===== config.mk =====
export PLATFORM = sky130hd
export DESIGN_NAME = adder_error_monitor
export DESIGN_NICKNAME = d
export VERILOG_FILES = /design/src/rtl/adder_error_monitor.sv
export SDC_FILE = /design/constraint.sdc
export NUM_CORES = 1
export LEC_CHECK = 0
export ABC_AREA = 1
export ABC_CLOCK_PERIOD_IN_PS = 3700
export BUFFER_PORTS_ARGS = -buffer_cell sky130_fd_sc_hd__buf_2
export CAP_MARGIN = 20
export CORE_UTILIZATION = 60
export CTS_CLUSTER_SIZE = 12
export DETAILED_ROUTE_END_ITERATION = 8
export GPL_TIMING_DRIVEN = 1
export HOLD_SLACK_MARGIN = 0.05
export PLACE_DENSITY_LB_ADDON = 0.05
export SLEW_MARGIN = 10
export SYNTH_ARGS = -nofsm -noshare
export SYNTH_HDL_FRONTEND = slang
export SYNTH_SLANG_ARGS = --single-unit

===== constraint.sdc =====
create_clock -name clk -period 3.7 [get_ports clk]
set_input_delay 0.37 -clock clk [delete_from_list [all_inputs] [get_ports clk]]
set_output_delay 0.37 -clock clk [all_outputs]
set_load 0.05 [all_outputs]

===== src/rtl/adder_error_monitor.sv =====
// adder_error_monitor: accumulates mismatch count, summed and max error distance of exact vs approximate sums
module adder_error_monitor #(
    parameter int WIDTH = 17,
    parameter int CNT_W = 16,
    parameter int ACC_W = 32
) (
    input  logic             clk,
    input  logic             rst_n,
    input  logic             start,
    input  logic [CNT_W-1:0] num_samples,
    input  logic             in_valid,
    output logic             in_ready,
    input  logic [WIDTH-1:0] exact_sum,
    input  logic [WIDTH-1:0] approx_sum,
    output logic             busy,
    output logic             done,
    output logic [CNT_W-1:0] err_count,
    output logic [ACC_W-1:0] sum_ed,
    output logic [WIDTH-1:0] max_ed
);
    typedef enum logic [1:0] {IDLE, RUN, DRAIN, DONE} state_t;
    state_t state_q, state_d;
    logic [CNT_W-1:0] target_q, target_d, cnt_q, cnt_d, err_q, err_d;
    logic [ACC_W-1:0] sum_q, sum_d;
    logic [WIDTH-1:0] max_q, max_d, diff_q, diff_d;
    logic mis_q, mis_d, v1_q, v1_d, ready_q, ready_d, accept;
    logic [WIDTH:0] sub;
    logic [ACC_W:0] sum_ext;
    always_comb begin
        accept = in_valid & ready_q;
        sub = {1'b0, exact_sum} - {1'b0, approx_sum};
        diff_d = sub[WIDTH] ? WIDTH'(-sub) : sub[WIDTH-1:0];
        mis_d = |diff_d;
        v1_d = accept;
        sum_ext = {1'b0, sum_q} + (ACC_W+1)'(diff_q);
        state_d = state_q;
        target_d = target_q;
        cnt_d = accept ? cnt_q + 1'b1 : cnt_q;
        err_d = v1_q ? err_q + CNT_W'(mis_q) : err_q;
        sum_d = !v1_q ? sum_q : sum_ext[ACC_W] ? '1 : sum_ext[ACC_W-1:0];
        max_d = v1_q && diff_q > max_q ? diff_q : max_q;
        case (state_q)
            IDLE, DONE: if (start) begin
                target_d = num_samples;
                cnt_d = '0;
                err_d = '0;
                sum_d = '0;
                max_d = '0;
                state_d = num_samples == '0 ? DONE : RUN;
            end
            RUN: if (accept && cnt_q == target_q - 1'b1) state_d = DRAIN;
            DRAIN: state_d = DONE;
            default: ;
        endcase
        ready_d = state_d == RUN;
    end
    always_ff @(posedge clk) begin
        if (!rst_n) begin
            state_q <= IDLE;
            target_q <= '0;
            cnt_q <= '0;
            err_q <= '0;
            sum_q <= '0;
            max_q <= '0;
            diff_q <= '0;
            mis_q <= 1'b0;
            v1_q <= 1'b0;
            ready_q <= 1'b0;
        end else begin
            state_q <= state_d;
            target_q <= target_d;
            cnt_q <= cnt_d;
            err_q <= err_d;
            sum_q <= sum_d;
            max_q <= max_d;
            diff_q <= diff_d;
            mis_q <= mis_d;
            v1_q <= v1_d;
            ready_q <= ready_d;
        end
    end
    assign in_ready = ready_q;
    assign busy = state_q == RUN || state_q == DRAIN;
    assign done = state_q == DONE;
    assign err_count = err_q;
    assign sum_ed = sum_q;
    assign max_ed = max_q;
endmodule


Yosys cells after proc, flatten, opt, wreduce, memory -nomap -nowiden

Index checks and enable logic that the tools add are counted.

Bits in registers: 119
Input bits: 54
Output and inout port bits: 68
Word-level logic and storage cells: 49

Add/subtract/negate cells: 6
Order comparisons: 1
Equality and inequality tests: 5
Mux-type cells: 18
Bitwise gates (word level): 1
Reductions and logical operators: 8

Operator list:

| cell                                                 | count |
|---|---|
| two-way mux 32 bit                                   | 4 |
| two-way mux 16 bit                                   | 6 |
| two-way mux 17 bit                                   | 4 |
| adder 32 x 17 -> 33 bit                              | 1 |
| subtractor 17 x 17 -> 18 bit                         | 1 |
| > comparator 17 bit                                  | 1 |
| negation 17 bit                                      | 1 |
| OR reduction 17 bit                                  | 1 |
| adder 16 x 1 -> 16 bit                               | 1 |
| adder 16 x 1 -> 16 bit (second input constant)       | 1 |
| equality test 16 bit                                 | 1 |
| zero test 16 bit                                     | 1 |
| subtractor 16 x 1 -> 16 bit (second input constant)  | 1 |
| two-way mux 2 bit                                    | 3 |
| one-hot mux 2 bit (3 select lines)                   | 1 |
| equality test 2 x 1 -> 1 bit (second input constant) | 2 |
| equality test 2 bit (second input constant)          | 2 |
| logical AND 1 bit                                    | 2 |
| zero test 2 bit                                      | 1 |
| AND reduction 2 bit                                  | 1 |
| OR reduction 2 bit                                   | 1 |
| bitwise AND 1 bit                                    | 1 |
| logical OR 1 bit                                     | 1 |

Depth between registers and ports, before layout

Depth after elaboration: 6
Gate-level depth with buffers: 22
Gate-level depth less buffers: 22

Least setup slack after synthesis

No wires, ideal clock.

Path kind: register to register
From: register sum_q[0], in the netlist sum_ed[0]
To: register sum_q[30], in the netlist sum_ed[30]
Library setup time: 115 ps
Arrival time: 2670 ps
Data required time: 3585 ps
Setup slack: 915 ps
Cell stages (with the launch flop): 19
Path buffers: 0
Clock period less this slack: 2785 ps
Cell sequence: dfxtp_1 ha_1 inv_1 fa_1 nand3b_1 nand3_1 inv_1 nor2_1 nor2_1 o21bai_1 nand2_1 o21ai_2 nand2_1 inv_1 nand2_1 nand2_1 nand2_1 o21ai_0 inv_1

Cells in the longest elaborated chain, start to end: 5

RTL lines:

| element                           | line | text |
|---|---|---|
| start: declaration                | 24   | `logic [ACC_W-1:0] sum_q, sum_d;` |
| start signal: assignment          | 74   | `sum_q <= sum_d;` |
| adder 32 x 17 -> 33 bit *         | 35   | `sum_ext = {1'b0, sum_q} + (ACC_W+1)'(diff_q);` |
| two-way mux 32 bit * (2 in a row) | 40   | `sum_d = !v1_q ? sum_q : sum_ext[ACC_W] ? '1 : sum_ext[ACC_W-1:0];` |
| two-way mux 32 bit                | 43   | `IDLE, DONE: if (start) begin` |
| two-way mux 32 bit *              | 42   | `case (state_q)` |

Every way passes the cells marked *; elsewhere a longest branch is shown, timed or not.
A chain may end at the register's enable or synchronous reset.

Worst setup path in the final report

From: register sum_q[0], in the netlist sum_ed[0]
To: register sum_q[7], in the netlist sum_ed[7]

The elaborated chain is that of the path after synthesis.

==> results.ini <==
[floorplanning]
coreArea_um2=13400
initial_core_util=0.622
die_area_um2=14400
die_w_um=120
die_h_um=120
io_pins=122
row_count=42

[synth]
synth-xor-area-share=0.0620
netlist_instances=1277
syn-num-nets=1393
synth_edf_count=0
synth_top_family_by_area=simple AND/OR/NAND/NOR gates
yosysWarnings=0
synth_simple_gate_area_share=0.334
yosys.area_share.adder=0.0948
yosys.area.top_type=dfxtp_1
synth_area_leaders=dfxtp_1, nand2_1, ha_1
synth_seq_cells=119
yosys.cell_types.count=41
netlist.area_leader.share=0.286
synth_top_flop_cell=dfxtp_1
synthArstFlopShare=0
syn_avg_cell_area_um2=6.53
synthMuxAreaShare=0
synth_area_um2=8340
synth-seq-area-share=0.286
synth_compound_area_frac=0.129

[drt]
viasPerCell=5.31
drtPass1Iterations=5
drt_wl_total_um=19600
drcViolationCount=0
ant_nets=0
drt_iter0_drc=440
vias=8418
post_drt_wl_per_cell_um=12.4

[grt]
grt_pass1_vias=7511
grt.total_usage=0.279
grt_max_degree=42
antenna_found_initial=0
grt_pass1_wl_um=32800
overflow=0

[cts]
post_cts_buffers=0
path_clk_slew_ps=60
clk_latency_ps=420
ctsHoldBuffers=0
cts_root_buffer=clkbuf_16
cts_buffers=17
cts_tree=done
cts_max_level=4
cts_num_sinks=119
cts_resized=0
cts_buffer_depth=2

[sta]
slew_violations=0
setup_tns_ps=0
setup_viol=0
fin_worst_skew_ps=9.50
fmax_ghz=0.359
grt_setup_unrepaired=no
worst-slew-pin-transition_ps=817
period_minus_slack_ps=2780
hold_violations=0
final.period_utilization=0.752
slew_headroom=0.455
worst_slack_ps=916

[finish]
final_common_cell=nand2_1
finalNonFillerCells=1585
final_cell_mix=nand2_1, inv_1, nor2_1
area_delta_synth_final_pct=16.2
design_area_um2=9690
fin_nets=1512
fillers=1201
layout-drive-gt1-share=0.155
diodes=0

[pwr]
p_per_area_nw_per_um2=494
p_total_mw=4.79
ir_worst_vdd_uv=477
p_leak_nw=4.78

[run]
maxCapViolations=0

[placed_design]
dpl_worst_slack_ps=774
placed_cell_area_um2=9110
dp.cells=1552
dp.final_hpwl_um=14700
io_buffers=121
globalplace.congestion=0.919

[status]
outcome=finished, final reports clean

[setup_path]
worstSetupPathType=flip-flop to flip-flop
cp_max_fo=17
critPathRequiredTime_ps=4040
rr_worst_depth=13
crit_path_end_kind=flip-flop
cp-start-kind=flip-flop
crit_arrival_ps=3120

[min_path]
holdPathStages=3
min-delay-path-class=input pin to flip-flop

metrics by stage:
stage / hold slack [ps] / utilization
CTS: 214 / 0.722
floorplan: 453 / -
global route: 222 / 0.723
detailed placement: 468 / 0.680
global placement: 465 / 0.680
finish: 225 / 0.723
kinds of logic (layout without fill, tap and decap cells):
group	count (synthesis)	after routing
simple gates	627	627
buf+inv	208	340
compound gates	202	202
flops	119	119
fa+ha+maj	62	62
xor+xnor	59	59
layer usage:
metal | track usage | vias to the layer above | wire length (um)
met2 | 0.464 | 254 | 8900
li1 | - | 4379 | -
met3 | 0.0466 | 36 | 969
met5 | 0 | - | 0
met4 | 0.105 | 0 | 398
met1 | 0.358 | 3749 | 9340
area by class of cell:
class / instances / area (um^2) / area share
Inverter: 179 / 672 / 0.0693
Timing Repair Buffer: 129 / 673 / 0.0695
Multi-Input combinational cell: 950 / 5180 / 0.534
Sequential cell: 119 / 2380 / 0.246
Clock buffer: 20 / 467 / 0.0482
Clock inverter: 12 / 96.3 / 0.00994
Tap cell: 176 / 220 / 0.0227
path summary, 6_finish.rpt:
check	from	end	slack, ps
worst max-delay path	sum_ed[0]	sum_ed[7]	920
worst min-delay path	num_samples[10]	target_q[10]	230
worst max register to register	sum_ed[0]	sum_ed[7]	920
worst min register to register	err_count[12]	err_count[12]	480
flip-flops by register name, indices dropped and copies added (netlist names):
name and flops:
diff_q 17, v1_q 1, max_ed 17, target_q 16, mis_q 1, cnt_q 16
state_q 2, sum_ed 32, in_ready 1, err_count 16
synthesized netlist by cell type (2+ instances only):
cell / instances
nand2_1: 277
inv_1: 171
nor2_1: 161
dfxtp_1: 119
a21oi_1: 99
o21ai_0: 75
nand3_1: 73
ha_1: 60
xor2_1: 38
clkbuf_1: 22
nand2_2: 22
nor3_1: 22
xnor2_1: 21
nand4_1: 19
nand3b_1: 18
a31oi_1: 9
nand3_2: 8
nor2_2: 8
inv_2: 7
nor4_1: 7
nor3_2: 4
o211ai_1: 4
buf_2: 3
nor3b_1: 3
o21a_1: 3
a211oi_1: 2
a21boi_0: 2
a21oi_2: 2
and3_1: 2
buf_1: 2
fa_1: 2
o21ai_2: 2
o21bai_1: 2
power by group:
group | switching, mW | leakage, nW | internal, mW
clock network | 0.614 | 0.265 | 0.914
registers | 0.120 | 0.969 | 1.41
logic | 1.14 | 3.54 | 0.590
critical path, cell delays in order (launching register included):
cell and delay [ps]:
dfxtp_1 350, ha_1 210, inv_1 100, fa_1 410, nand3b_1 170, nand3_1 130, inv_1 60, nor2_1 100
nor2_1 80, o21bai_1 200, nand2_1 90, o21ai_2 160, nand3_2 370, a31oi_1 260
No activity file was read; power rests on OpenSTA's default activity.
